**src/rtl/regfile_pkg.sv**
```systemverilog
// rtl/regfile_pkg.sv - register file types shared by the writeback scheduler
package regfile_pkg;

  localparam int REG_ADDR_W = 5;
  localparam int NUM_REGS   = 32;

  typedef logic [REG_ADDR_W-1:0] reg_addr_t;

  typedef struct packed {
    reg_addr_t   rd;
    logic [31:0] data;
  } wb_req_t;

endpackage

```
**src/rtl/wbsched_arbiter.sv**
```systemverilog
// rtl/wbsched_arbiter.sv - writeback requester arbiter (round-robin when WBSCHED_RR_EN is defined, else fixed priority)
module wbsched_arbiter #(
  parameter int NREQ = 2
) (
`ifdef WBSCHED_RR_EN
  input  logic            clk,
  input  logic            rst,
`endif
  input  logic [NREQ-1:0] i_req,
  output logic [NREQ-1:0] o_gnt
);

`ifdef WBSCHED_RR_EN
  localparam int PTR_W = (NREQ > 1) ? $clog2(NREQ) : 1;

  logic [PTR_W-1:0] r_rr_ptr;
  logic [PTR_W-1:0] w_next_ptr;
  logic             w_found;

  // Search from r_rr_ptr upward with wrap; the first requester found wins.
  always_comb begin
    int idx;
    o_gnt      = '0;
    w_found    = 1'b0;
    w_next_ptr = r_rr_ptr;
    idx        = 0;
    for (int k = 0; k < NREQ; k++) begin
      idx = int'(r_rr_ptr) + k;
      if (idx >= NREQ) idx = idx - NREQ;
      if (!w_found && i_req[idx]) begin
        o_gnt[idx] = 1'b1;
        w_found    = 1'b1;
        w_next_ptr = (idx + 1 == NREQ) ? '0 : PTR_W'(idx + 1);
      end
    end
  end

  // Pointer moves just past the winner; it holds when nobody asked.
  always_ff @(posedge clk) begin
    if (rst) begin
      r_rr_ptr <= '0;
    end else if (w_found) begin
      r_rr_ptr <= w_next_ptr;
    end
  end
`else
  logic w_found;

  // Lowest-indexed requester wins.
  always_comb begin
    o_gnt   = '0;
    w_found = 1'b0;
    for (int i = 0; i < NREQ; i++) begin
      if (!w_found && i_req[i]) begin
        o_gnt[i] = 1'b1;
        w_found  = 1'b1;
      end
    end
  end
`endif

endmodule

```
**src/rtl/regfile_wb_scheduler.sv**
```systemverilog
// rtl/regfile_wb_scheduler.sv - register file write-port scheduler and hazard scoreboard (option macro: WBSCHED_RR_EN)
module regfile_wb_scheduler
  import regfile_pkg::*;
#(
  parameter int NREQ   = 2,
  parameter int DWIDTH = 32
) (
  input  logic                   clk,
  input  logic                   rst,
  input  logic                   issue_valid_i,
  input  logic                   issue_wr_i,
  input  logic [4:0]             issue_rd_i,
  input  logic [4:0]             issue_rs1_i,
  input  logic [4:0]             issue_rs2_i,
  output logic                   issue_stall_o,
  input  logic [NREQ-1:0]        wb_valid_i,
  input  logic [NREQ*5-1:0]      wb_rd_i,
  input  logic [NREQ*DWIDTH-1:0] wb_data_i,
  output logic [NREQ-1:0]        wb_ready_o,
  output logic [4:0]             rf_rd_o,
  output logic [DWIDTH-1:0]      rf_data_o,
  output logic                   rf_wren_o,
  output logic [31:0]            busy_o,
  output logic                   err_o
);

  // x0 never has a pending writer, so only bits 31..1 are stored.
  logic [NUM_REGS-1:1] r_busy;
  logic                r_err;

  logic [NUM_REGS-1:0] w_busy;
  logic [NREQ-1:0]     w_arb_gnt;
  logic [NREQ-1:0]     w_gnt;
  logic                w_any;
  reg_addr_t           w_rd;
  logic [DWIDTH-1:0]   w_data;
  logic                w_accept;
  logic                w_set;

  assign w_busy = {r_busy, 1'b0};

  wbsched_arbiter #(
    .NREQ (NREQ)
  ) u_arb (
`ifdef WBSCHED_RR_EN
    .clk   (clk),
    .rst   (rst),
`endif
    .i_req (wb_valid_i),
    .o_gnt (w_arb_gnt)
  );

  // No writeback is accepted while reset is held.
  assign w_gnt = w_arb_gnt & {NREQ{~rst}};

  // Steer the granted requester onto the write port; idle port reads as all zero.
  always_comb begin
    w_any  = 1'b0;
    w_rd   = '0;
    w_data = '0;
    for (int i = 0; i < NREQ; i++) begin
      if (w_gnt[i]) begin
        w_any  = 1'b1;
        w_rd   = wb_rd_i[i*REG_ADDR_W +: REG_ADDR_W];
        w_data = wb_data_i[i*DWIDTH +: DWIDTH];
      end
    end
  end

  assign wb_ready_o = w_gnt;
  assign rf_rd_o    = w_rd;
  assign rf_data_o  = w_data;
  assign rf_wren_o  = w_any && (w_rd != '0);

  // Stall looks only at registered busy bits, so a same-cycle clear still stalls.
  assign issue_stall_o = rst ||
                         (issue_valid_i && (w_busy[issue_rs1_i] || w_busy[issue_rs2_i] ||
                                            (issue_wr_i && w_busy[issue_rd_i])));
  assign w_accept = issue_valid_i && !issue_stall_o;
  assign w_set    = w_accept && issue_wr_i;

  // Scoreboard: a new producer setting a bit wins over a writeback clearing it.
  always_ff @(posedge clk) begin
    if (rst) begin
      r_busy <= '0;
    end else begin
      for (int r = 1; r < NUM_REGS; r++) begin
        if (w_set && (issue_rd_i == REG_ADDR_W'(r))) begin
          r_busy[r] <= 1'b1;
        end else if (rf_wren_o && (rf_rd_o == REG_ADDR_W'(r))) begin
          r_busy[r] <= 1'b0;
        end
      end
    end
  end

  // Sticky flag for a writeback to a register nobody was waiting on.
  always_ff @(posedge clk) begin
    if (rst) begin
      r_err <= 1'b0;
    end else if (rf_wren_o && !w_busy[w_rd]) begin
      r_err <= 1'b1;
    end
  end

  assign busy_o = w_busy;
  assign err_o  = r_err;

endmodule

```
**config.mk**
```make
export PLATFORM = sky130hd
export DESIGN_NAME = regfile_wb_scheduler
export DESIGN_NICKNAME = d
export VERILOG_FILES = /design/src/rtl/regfile_pkg.sv /design/src/rtl/wbsched_arbiter.sv /design/src/rtl/regfile_wb_scheduler.sv
export SDC_FILE = /design/constraint.sdc
export NUM_CORES = 1
export LEC_CHECK = 0
export CORE_ASPECT_RATIO = 0.8
export CORE_MARGIN = 4
export CORE_UTILIZATION = 43
export DETAILED_ROUTE_END_ITERATION = 10
export PLACE_DENSITY = 0.88
export SLEW_MARGIN = 10
export SYNTH_ARGS = -nofsm -noshare
export SYNTH_HDL_FRONTEND = slang
export SYNTH_HIERARCHICAL = 1
export SYNTH_SLANG_ARGS = --single-unit
```
**constraint.sdc**
```tcl
create_clock -name clk -period 7.3 [get_ports clk]
set_input_delay 1.825 -clock clk [delete_from_list [all_inputs] [get_ports clk]]
set_output_delay 1.825 -clock clk [all_outputs]
set_load 0.02 [all_outputs]
```
==> results.yml <==
outcome:
  status: "finished clean"
final_layout:
  final_nets: 575
  nFillCells: 559
  final_util: 0.696
  num_antenna_cells: 0
  finalNonFillerCells: 567
  drive_above_1_share: 0.106
  area_growth_pct: 54.5
routing:
  drt-pass1-iter-count: 7
  ant_nets: 0
  wl_mm: 14.0
  drt_iter0_drc: 506
  viasPerCell: 6.64
  post-route-drc-count: 0
  vias: 3765
  routedWlPerCell_um: 24.7
power:
  internal_power_w: 0.000362
  pwr-share-seq: 0.344
  total_leakage_power_nw: 1.78
  ir_drop_mv: 0.0956
  swShare: 0.312
  switching_power_w: 0.000164
  p_comb_frac: 0.369
  powerDensity_nw_per_um2: 107
  power_frac_clock: 0.286
worst_setup_path:
  path_cells: "clkdlybuf4s50_1, mux4_1, mux2i_1, o22ai_1, or4_1, nand2_1, o211ai_1, clkdlybuf4s50_1"
  critPathCaptureType: "primary output"
  critical_path.max_fanout: 9
  crit_slowest_cell: "clkdlybuf4s50_1"
  cpMostUsedCell: "clkdlybuf4s50_1"
  slowest_delay_ns: 0.76
  worstSetupPathType: "input pin to primary output"
  cp.required_ns: 5.48
  critPathTopFamily: "buffers and inverters"
  arrival_ns: 4.81
  cp_num_buf_inv: 2
  cp-start-kind: "input pin"
logic_synthesis:
  synth_edf_count: 0
  synthTopCellsByArea: "dfxtp_1, mux4_2, a22o_1"
  synth_fp_nets: 428
  synth.area.mux_share: 0.238
  ys.flop_type: "dfxtp_1"
  synth.largest_area_cell: "dfxtp_1"
  synth_cells: 333
  synth.most_common_cell: "nand2_1"
  synthAdderAreaFrac: 0
  synthDistinctLibCells: 54
  synth_seq_cells: 32
  synth_seq_area_share: 0.202
  synthTopCellsByCount: "nand2_1, a22o_1, dfxtp_1"
  synth-xor-area-share: 0
  syn-cell-area_um2: 3170
  ys_warn_count: 6
  synth_top_family_by_area: "compound AO/OA/AOI/OAI gates"
  async_reset_ff_frac: 0
  synth_compound_gate_area_share: 0.321
  synth-simple-area-share: 0.166
  syn_avg_cell_area_um2: 9.51
  synth_top_area_share: 0.202
placed_design:
  dp_cells: 560
  dp_worst_setup_slack_ns: 0.697
  port-buffer-count: 167
  gp_congestion: 0.986
  hpwl_mm: 10.5
sta:
  setup_slack_ns: 0.663
  totalNegativeSetupSlack_ns: 0
  grt_setup_unrepaired: "no"
  setup_viol: 0
  max_freq_ghz: 0.151
  maxSlewHeadroom: 0.335
  hold_violations: 0
  period_share: 0.909
  finalCriticalPeriod_ns: 6.64
  drv_slew: 0
  skew_ns: 0.00908
  worst_pin_slew_ns: 0.997
floorplanning:
  die_w_um: 104
  core_area_um2: 7030
  die-height_um: 84.7
  ios: 169
  start_util: 0.450
  fp.dieArea_um2: 8810
  rows: 27
cts:
  clockRootBuffer: "clkbuf_8"
  cts_hold_buf: 0
  cts_resized: 0
  cts_setup_buffers: 0
  clockBufferDepth: 2
  cts_tree: "yes"
  htreeDepth: 2
  clock-sinks: 32
  cts_inserted_buffers: 5
  clk_pin_slew_worst_paths_ns: 0.07
  clk_latency_ns: 0.30
hold_path:
  hp-class: "register to register"
grt:
  track_usage: 0.303
  antenna_found_initial: 1
  globalRouteOverflowTotal: 0
  grt_max_degree: 36
  grt_pass1_wl_mm: 21.2
  grt_pass1_vias: 3621
job:
  drv_cap: 0
==> sequential cells by signal, indices dropped and copies added, names as in the netlist <==
signal and flops:
r_busy 31, err_o 1
==> per-layer routing <==
layer / part of all wire / global-route usage / vias to the layer above
li1: - / - / 1656
met1: 0.37 / 0.411 / 1743
met2: 0.45 / 0.453 / 316
met3: 0.15 / 0.110 / 50
met4: 0.026 / 0.0857 / 0
met5: 0 / 0 / -
==> path summary, 6_finish.rpt <==
path | end | slack, ns | cells past startpoint | from
worst min register to register | err_o$_SDFFE_PP0P_ | 0.58 | 2 | err_o$_SDFFE_PP0P_
worst max-delay path | issue_stall_o | 0.66 | 8 | issue_rs2_i[0]
worst max register to register | r_busy[27]$_SDFFE_PP0P_ | 4.66 | 6 | r_busy[13]$_SDFFE_PP0P_
worst min-delay path | err_o$_SDFFE_PP0P_ | 0.58 | 2 | err_o$_SDFFE_PP0P_
==> worst register-to-register path, stage by stage (launching register included) <==
cell and delay (ns):
dfxtp_1 0.42, mux4_1 0.57, mux2i_1 0.17, o22ai_1 0.10, or4_1 0.54, nand2b_4 0.34
o41ai_1 0.40
==> cells by family (layout without fill, tap and decap cells) <==
group,after synthesis,after routing
AO/OA/AOI/OAI,124,124
buffers and inverters,39,186
AND/OR/NAND/NOR,94,94
multiplexers,43,43
other,1,1
flip-flops,32,32
==> stage by stage <==
stage | hold slack [ns] | area, um2 | total power, W
after global routing | 0.621 | 4890 | 0.000545
after global placement | 0.547 | 4800 | 0.000372
after detailed placement | 0.552 | 4800 | 0.000375
after floorplan | 0.605 | 3170 | 0.000279
after CTS | 0.574 | 4890 | 0.000523
final | 0.577 | 4890 | 0.000525
==> power groups by stage <==
stage | logic [W] | clock network, W | registers (W)
final | 0.000194 | 0.000150 | 0.000181
after global routing | 0.000205 | 0.000159 | 0.000181
after CTS | 0.000192 | 0.000150 | 0.000180
after detailed placement | 0.000191 | 0 | 0.000184
after global placement | 0.000188 | 0 | 0.000184
after floorplan | 0.0000935 | 0 | 0.000185
==> placed cells by master (no fill, tap or decap), types with 7 or more instances in the layout <==
cell type / synthesis / routed
nand2b_1: 7 / 7
mux2i_1: 14 / 14
mux4_2: 16 / 16
clkdlybuf4s50_1: 0 / 167
o21ai_0: 9 / 9
o31ai_1: 21 / 21
nand2_1: 33 / 33
o41ai_2: 7 / 7
dfxtp_1: 32 / 32
clkbuf_8: 2 / 7
nand3_1: 14 / 14
o211ai_1: 31 / 31
a22o_1: 32 / 32
mux4_1: 7 / 7
==> cell type report <==
type / instances / area (um2) / area share
inverters: 6 / 22.5 / 0.00460
multi-input cells: 262 / 2310 / 0.472
well taps: 87 / 109 / 0.0223
flip-flops and latches: 32 / 641 / 0.131
clock buffers: 7 / 96.3 / 0.0197
repair buffers: 173 / 1720 / 0.351
Power figures use the tool's default switching activity.
